File: config.mk
export PLATFORM = sky130hd
export DESIGN_NAME = ds_adc_multichan
export DESIGN_NICKNAME = d
export VERILOG_FILES = /design/src/rtl/ds_adc_multichan.sv
export SDC_FILE = /design/constraint.sdc
export NUM_CORES = 1
export LEC_CHECK = 0
export CORE_ASPECT_RATIO = 0.7
export CORE_MARGIN = 2
export CORE_UTILIZATION = 35
export CTS_BUF_LIST = sky130_fd_sc_hd__clkbuf_8
export CTS_CLUSTER_DIAMETER = 80
export DETAILED_ROUTE_END_ITERATION = 8
export REMOVE_ABC_BUFFERS = 1
export SLEW_MARGIN = 20
export SYNTH_ARGS = -nofsm -noshare
export SYNTH_HDL_FRONTEND = slang
export SYNTH_SLANG_ARGS = --single-unit
File: constraint.sdc
create_clock -name clk -period 6.72 [get_ports clk]
set_input_delay 1.68 -clock clk [delete_from_list [all_inputs] [get_ports clk]]
set_output_delay 1.68 -clock clk [all_outputs]
set_load 0.005 [all_outputs]
File: src/rtl/ds_adc_multichan.sv
// Multichannel delta-sigma comparator ADC: per-channel sampling FF, sinc^STAGES CIC, framed serial readout.
// Define DIFF_WORD_EN to append the channel 0 minus channel 1 difference word to every frame.
module ds_adc_multichan #(
    parameter int NCH    = 2,
    parameter int STAGES = 4,
    parameter int DECIM  = 8,
    parameter int WIDTH  = 16
) (
    input  logic           clk,
    input  logic           rst,
    input  logic [NCH-1:0] cmp_in,
    output logic [NCH-1:0] pdm_fb,
    input  logic           trigger,
    output logic           dec_strobe,
    output logic           ser_data,
    output logic           ser_valid,
    output logic           ser_frame,
    output logic           busy,
    output logic           overrun
);

`ifdef DIFF_WORD_EN
    localparam int NWORDS = NCH + 1;
`else
    localparam int NWORDS = NCH;
`endif
    localparam int L  = NWORDS * WIDTH;
    localparam int CW = $clog2(DECIM);
    localparam int BW = $clog2(L);
    localparam logic [CW-1:0] CNT_LAST = CW'(DECIM - 1);
    localparam logic [BW-1:0] BIT_LAST = BW'(L - 1);

    // Comb chain evaluated in one pass: low STAGES words are the new delay taps, top word is the result.
    function automatic logic [(STAGES+1)*WIDTH-1:0] comb_chain(
        input logic [WIDTH-1:0]        x,
        input logic [STAGES*WIDTH-1:0] dly
    );
        logic [WIDTH-1:0]              v;
        logic [(STAGES+1)*WIDTH-1:0]   res;
        v   = x;
        res = '0;
        for (int s = 0; s < STAGES; s++) begin
            res[s*WIDTH +: WIDTH] = v;
            v = v - dly[s*WIDTH +: WIDTH];
        end
        res[STAGES*WIDTH +: WIDTH] = v;
        return res;
    endfunction

`ifdef DIFF_WORD_EN
    function automatic logic signed [WIDTH-1:0] wrap_diff(
        input logic signed [WIDTH-1:0] a,
        input logic signed [WIDTH-1:0] b
    );
        return a - b;
    endfunction
`endif

    // p0: comparator sampling
    logic [NCH-1:0] samp_p0;

    always_ff @(posedge clk) begin
        if (rst) samp_p0 <= '1;
        else     samp_p0 <= cmp_in;
    end

    assign pdm_fb = ~samp_p0;

    // p1: integrators, p2: decimated comb output
    logic [WIDTH-1:0]              integ_p1   [NCH][STAGES];
    logic [STAGES*WIDTH-1:0]       comb_dly   [NCH];
    logic [(STAGES+1)*WIDTH-1:0]   comb_res   [NCH];
    logic [WIDTH-1:0]              cic_out_p2 [NCH];
    logic [CW-1:0]                 dec_cnt;
    logic                          dec_last;
    logic                          vld_p2;

    assign dec_last = (dec_cnt == CNT_LAST);

    always_comb begin
        for (int ch = 0; ch < NCH; ch++) begin
            comb_res[ch] = comb_chain(integ_p1[ch][STAGES-1], comb_dly[ch]);
        end
    end

    always_ff @(posedge clk) begin
        if (rst) begin
            dec_cnt <= '0;
            vld_p2  <= 1'b0;
            for (int ch = 0; ch < NCH; ch++) begin
                for (int s = 0; s < STAGES; s++) integ_p1[ch][s] <= '0;
                comb_dly[ch]   <= '0;
                cic_out_p2[ch] <= '0;
            end
        end else begin
            dec_cnt <= dec_last ? '0 : dec_cnt + CW'(1);
            vld_p2  <= dec_last;
            for (int ch = 0; ch < NCH; ch++) begin
                integ_p1[ch][0] <= integ_p1[ch][0] + WIDTH'(samp_p0[ch]);
                for (int s = 1; s < STAGES; s++) begin
                    integ_p1[ch][s] <= integ_p1[ch][s] + integ_p1[ch][s-1];
                end
                if (dec_last) begin
                    comb_dly[ch]   <= comb_res[ch][STAGES*WIDTH-1:0];
                    cic_out_p2[ch] <= comb_res[ch][STAGES*WIDTH +: WIDTH];
                end
            end
        end
    end

    assign dec_strobe = vld_p2;

    // Frame image: channel 0 in the top word so the shift register emits it first.
    logic [L-1:0] snap_d;

    always_comb begin
        snap_d = '0;
        for (int ch = 0; ch < NCH; ch++) begin
            snap_d[L-1-ch*WIDTH -: WIDTH] = cic_out_p2[ch];
        end
`ifdef DIFF_WORD_EN
        snap_d[WIDTH-1:0] = wrap_diff($signed(cic_out_p2[0]), $signed(cic_out_p2[1]));
`endif
    end

    // Readout control
    typedef enum logic {IDLE, SHIFT} state_t;

    state_t         state, state_nx;
    logic           trig_q;
    logic           trig_edge;
    logic           load;
    logic           advance;
    logic           overrun_nx;
    logic [L-1:0]   shreg;
    logic [BW-1:0]  bit_cnt;

    assign trig_edge = trigger & ~trig_q;

    always_comb begin
        state_nx   = state;
        load       = 1'b0;
        advance    = 1'b0;
        overrun_nx = 1'b0;
        case (state)
            IDLE: begin
                if (trig_edge) begin
                    load     = 1'b1;
                    state_nx = SHIFT;
                end
            end
            SHIFT: begin
                overrun_nx = trig_edge;
                if (bit_cnt == BIT_LAST) state_nx = IDLE;
                else                     advance  = 1'b1;
            end
            default: state_nx = IDLE;
        endcase
    end

    always_ff @(posedge clk) begin
        if (rst) begin
            state   <= IDLE;
            trig_q  <= 1'b1;
            overrun <= 1'b0;
        end else begin
            state   <= state_nx;
            trig_q  <= trigger;
            overrun <= overrun_nx;
        end
    end

    always_ff @(posedge clk) begin
        if (rst) begin
            shreg   <= '0;
            bit_cnt <= '0;
        end else if (load) begin
            shreg   <= snap_d;
            bit_cnt <= '0;
        end else if (advance) begin
            shreg   <= shreg << 1;
            bit_cnt <= bit_cnt + BW'(1);
        end
    end

    assign ser_valid = (state == SHIFT);
    assign busy      = ser_valid;
    assign ser_frame = ser_valid && (bit_cnt == '0);
    assign ser_data  = ser_valid & shreg[L-1];

endmodule

==> metrics.md <==
| Metric | Value |
|---|---|
| Num CTS Buffers | 54 |
| I/O pin total | 13 |
| Antenna violations before repair | 0 |
| Worst setup path class | reg2reg |
| Count leader, synth | nor2_1 |
| Fin nets | 2,444 |
| Setup violations, final | 0 |
| Via/cell ratio | roughly 4.8 |
| DPL Wire Length | 27.25 mm |
| Maximum vdd drop | between 0.2 and 0.3 mV |
| Area leader, netlist | edfxtp_1 |
| Pint | 0.004864 W |
| Cell count after synthesis | 2,183 |
| Pin count of the biggest net entering global routing | 93 |
| Worst-Skew Late Latency | 630 ps |
| Multi-input logic area | 11,460 sq um |
| Most frequent cells after synthesis | 221 x nor2_1, 219 x ha_1, 184 x inv_1 |
| Die ar. | 60,860 sq um |
| Power share of the sequential group | 0.287 |
| Fin. max-slew vios | 0 |
| Max incr delay on CP | 390 ps |
| Combinational share of power | 0.481 |
| Achievable Freq | around 0.16 GHz |
| CP Launch Type | register |
| Min Tclk post-route | 6248 ps |
| Status | finished, final reports clean |
| Clock slew at reported path FFs | ~70 ps |
| # fillers | around 5,600 |
| Synthesized area | 20,600 sq um |
| GRT Util Overall | 0.1243 |
| Worst-Margin Slew | approximately 920 ps |
| Pwr per Cell Area | 345.9 nW/um^2 |
| Setup TNS Final | 0 ps |
| Vias in the first global route | 14,250 |
| Clk pwr share | 0.232 |
| Die Y | 207 microns |
| Switch Pwr | 0.002997 W |
| Yosys warning total | 0 |
| Pwr Total | 0.007861 W |
| Top cells by area, synth | edfxtp_1 23%, dfxtp_1 17%, ha_1 13%, xnor2_1 4.4%, nor2_1 4.0% |
| Slew margin rel. | 0.3869 |
| CTS Root Cell | clkbuf_8 |
| Placed cell area | approximately 22,000 sq um |
| Setup crit end kind | register |
| Grt ovf | 0 |
| Fin crit share | 0.9297 |
| Synth unique cells | 81 |
| Initial Utilization | 0.3538 |
| Worst path slowest cell | fa_1 |
| Critical Path RT | approximately 7000 ps |
| Syn Area/Cell | 9.439 sq um |
| Setup bufs post-CTS | 0 |
| Area grow syn2layout | 10.29% |
| # port buffers | 12 |
| Post-synth EDFFs | 160 |
| Number of synthesized register bits | 334 |
| Switching share of power | 0.3813 |
| Core Region | 58,240 sq um |
| Num rows | 74 |
| Final hold vios | 0 |
| Final Instance Area | 22,720 sq um |
| Chip width | 294 microns |
| Drt first pass iters | 5 |
| Remaining DRCs | 0 |
| Number of DRC markers in iteration 0 | 739 |
| Post-synth top area share | 0.2332 |
| Synth async-reset ratio | 0 |
| Fin Clk Skew | between 50 and 60 ps |
| Crit path top cell by count | ha_1 |
| Diodes inserted | 0 |
| Global-route wire length before repair | 65.23 mm |
| Antenna viol nets, final | 0 |
| Num Clock Sinks | 334 |
| Storage cell area | 8288 sq um |
| RePlAce Congestion | between 0.8 and 0.9 |
| Hold WC Path Type | reg2reg |
| TritonCTS clock tree | yes |
| Critical path data arrival time | 6640 ps |
| CP Max Fanout | 5 |
| H-tree levels | 2 |
| DR vias | 14,470 |
| Top FF cell, synth | dfxtp_1 |
| Layout cells sized above 1 | 0.06039 |
| WL/cell | approximately 13 microns |
| Clock Path Buffers | 3 |
| Max_cap viols | 0 |
| Sequential fraction of the synthesis area | 0.4022 |
| Leakage | 9.725 nW |
| DRT Wirelength | around 38 mm |
==> layout make-up <==
cell class | count | area share
multi-input combinational | 1611 | 0.5042
sequential | 334 | 0.3647
tap | 760 | 0.04185
clock buffer | 68 | 0.04118
inverter | 184 | 0.03039
timing repair buffer | 21 | 0.009746
clock inverter | 34 | 0.007929
==> power groups by stage <==
stage	Clock (W)	Sequential, W	Combinational (W)
6_report	0.00182	0.00226	0.00378
5_1_grt	0.00198	0.00227	0.00429
4_1_cts	0.00190	0.00226	0.00378
3_5_place_dp	0	0.00230	0.00376
3_3_place_gp	0	0.00230	0.00367
2_1_floorplan	0	0.00229	0.00312
==> critical path: cells and delay by family (launching register included) <==
family | cells | cell delay (ps)
DFF | 1 | 320
and+or+nand+nor | 8 | 1420
AOI/OAI and AO/OA | 11 | 2100
buffers and inverters | 2 | 140
xor gates and xnor gates | 3 | 520
adders and majority gates | 5 | 1500
==> state kept, by name, indices dropped and copies added, names as in the netlist <==
register and flops:
comb_dly 128, busy 1, cic_out_p2 32, overrun 1
bit_cnt 5, samp_p0 2, dec_strobe 1, trig_q 1
integ_p1 128, shreg 32, dec_cnt 3
==> path summary, 6_finish.rpt <==
check	from	to	slack, ps	cells past startpoint
worst max-delay path	integ_p1[1][0]	cic_out_p2[0][31]	470	29
worst min-delay path	dec_cnt[0]	dec_cnt[0]	440	1
worst max register to register	integ_p1[1][0]	cic_out_p2[0][31]	470	29
worst min register to register	dec_cnt[0]	dec_cnt[0]	440	1
==> per-layer routing <==
layer,global-route usage,vias to the layer above,part of all wire
li1,-,7744,-
met1,0.1748,6484,0.53
met2,0.1931,162,0.41
met3,0.02639,75,0.038
met4,0.03272,0,0.020
met5,0,-,0
==> cells by family after synthesis <==
kind of cell,after synthesis,synth area share
fa+ha+maj,233,0.1466
flops,334,0.4022
simple gates,742,0.1816
mux,6,0.003097
compound gates,442,0.1430
xor+xnor,188,0.07991
buf+inv,238,0.04354
==> through the flow <==
| step | hold WS (ps) | instances | util | setup WS [ps] |
|---|---|---|---|---|
| floorplan | 398.8 | 2129 | - | 997.8 |
| global placement | 407.5 | 2909 | 0.3702 | 499.3 |
| detailed placement | 424.5 | 2909 | 0.3703 | 389.0 |
| CTS | 434.3 | 3011 | 0.3894 | 389.2 |
| global route | 465.7 | 3012 | 0.3902 | -32.49 |
| finish | 443.1 | 3012 | 0.3902 | 472.3 |
==> timing repair <==
action / 4_1_cts / 5_1_grt
endpoints found under the setup margin: 0 / 3
hold buffers: 0 / 0
gates resized for setup: 0 / 4
==> placed cells by master, fill, tap and decap left out, drive strengths merged, types with 7 or more instances in the layout <==
| cell type | count |
|---|---|
| a21o | 51 |
| o21bai | 18 |
| o31ai | 11 |
| a211oi | 13 |
| nor2 | 221 |
| nand4 | 10 |
| dfxtp | 174 |
| xnor2 | 104 |
| xor2 | 84 |
| nand2b | 22 |
| or2 | 11 |
| and2 | 121 |
| inv | 206 |
| a21oi | 136 |
| a22oi | 31 |
| clkinv | 10 |
| ha | 219 |
| a2111oi | 7 |
| clkbuf | 68 |
| a31oi | 9 |
| edfxtp | 160 |
| buf | 10 |
| o21a | 27 |
| nand3 | 56 |
| o21ai | 77 |
| or3 | 22 |
| clkdlybuf4s50 | 11 |
| nor3 | 63 |
| fa | 14 |
| nor2b | 47 |
| nand2 | 112 |
| and3 | 27 |
No activity file was read; power rests on OpenSTA's default activity.
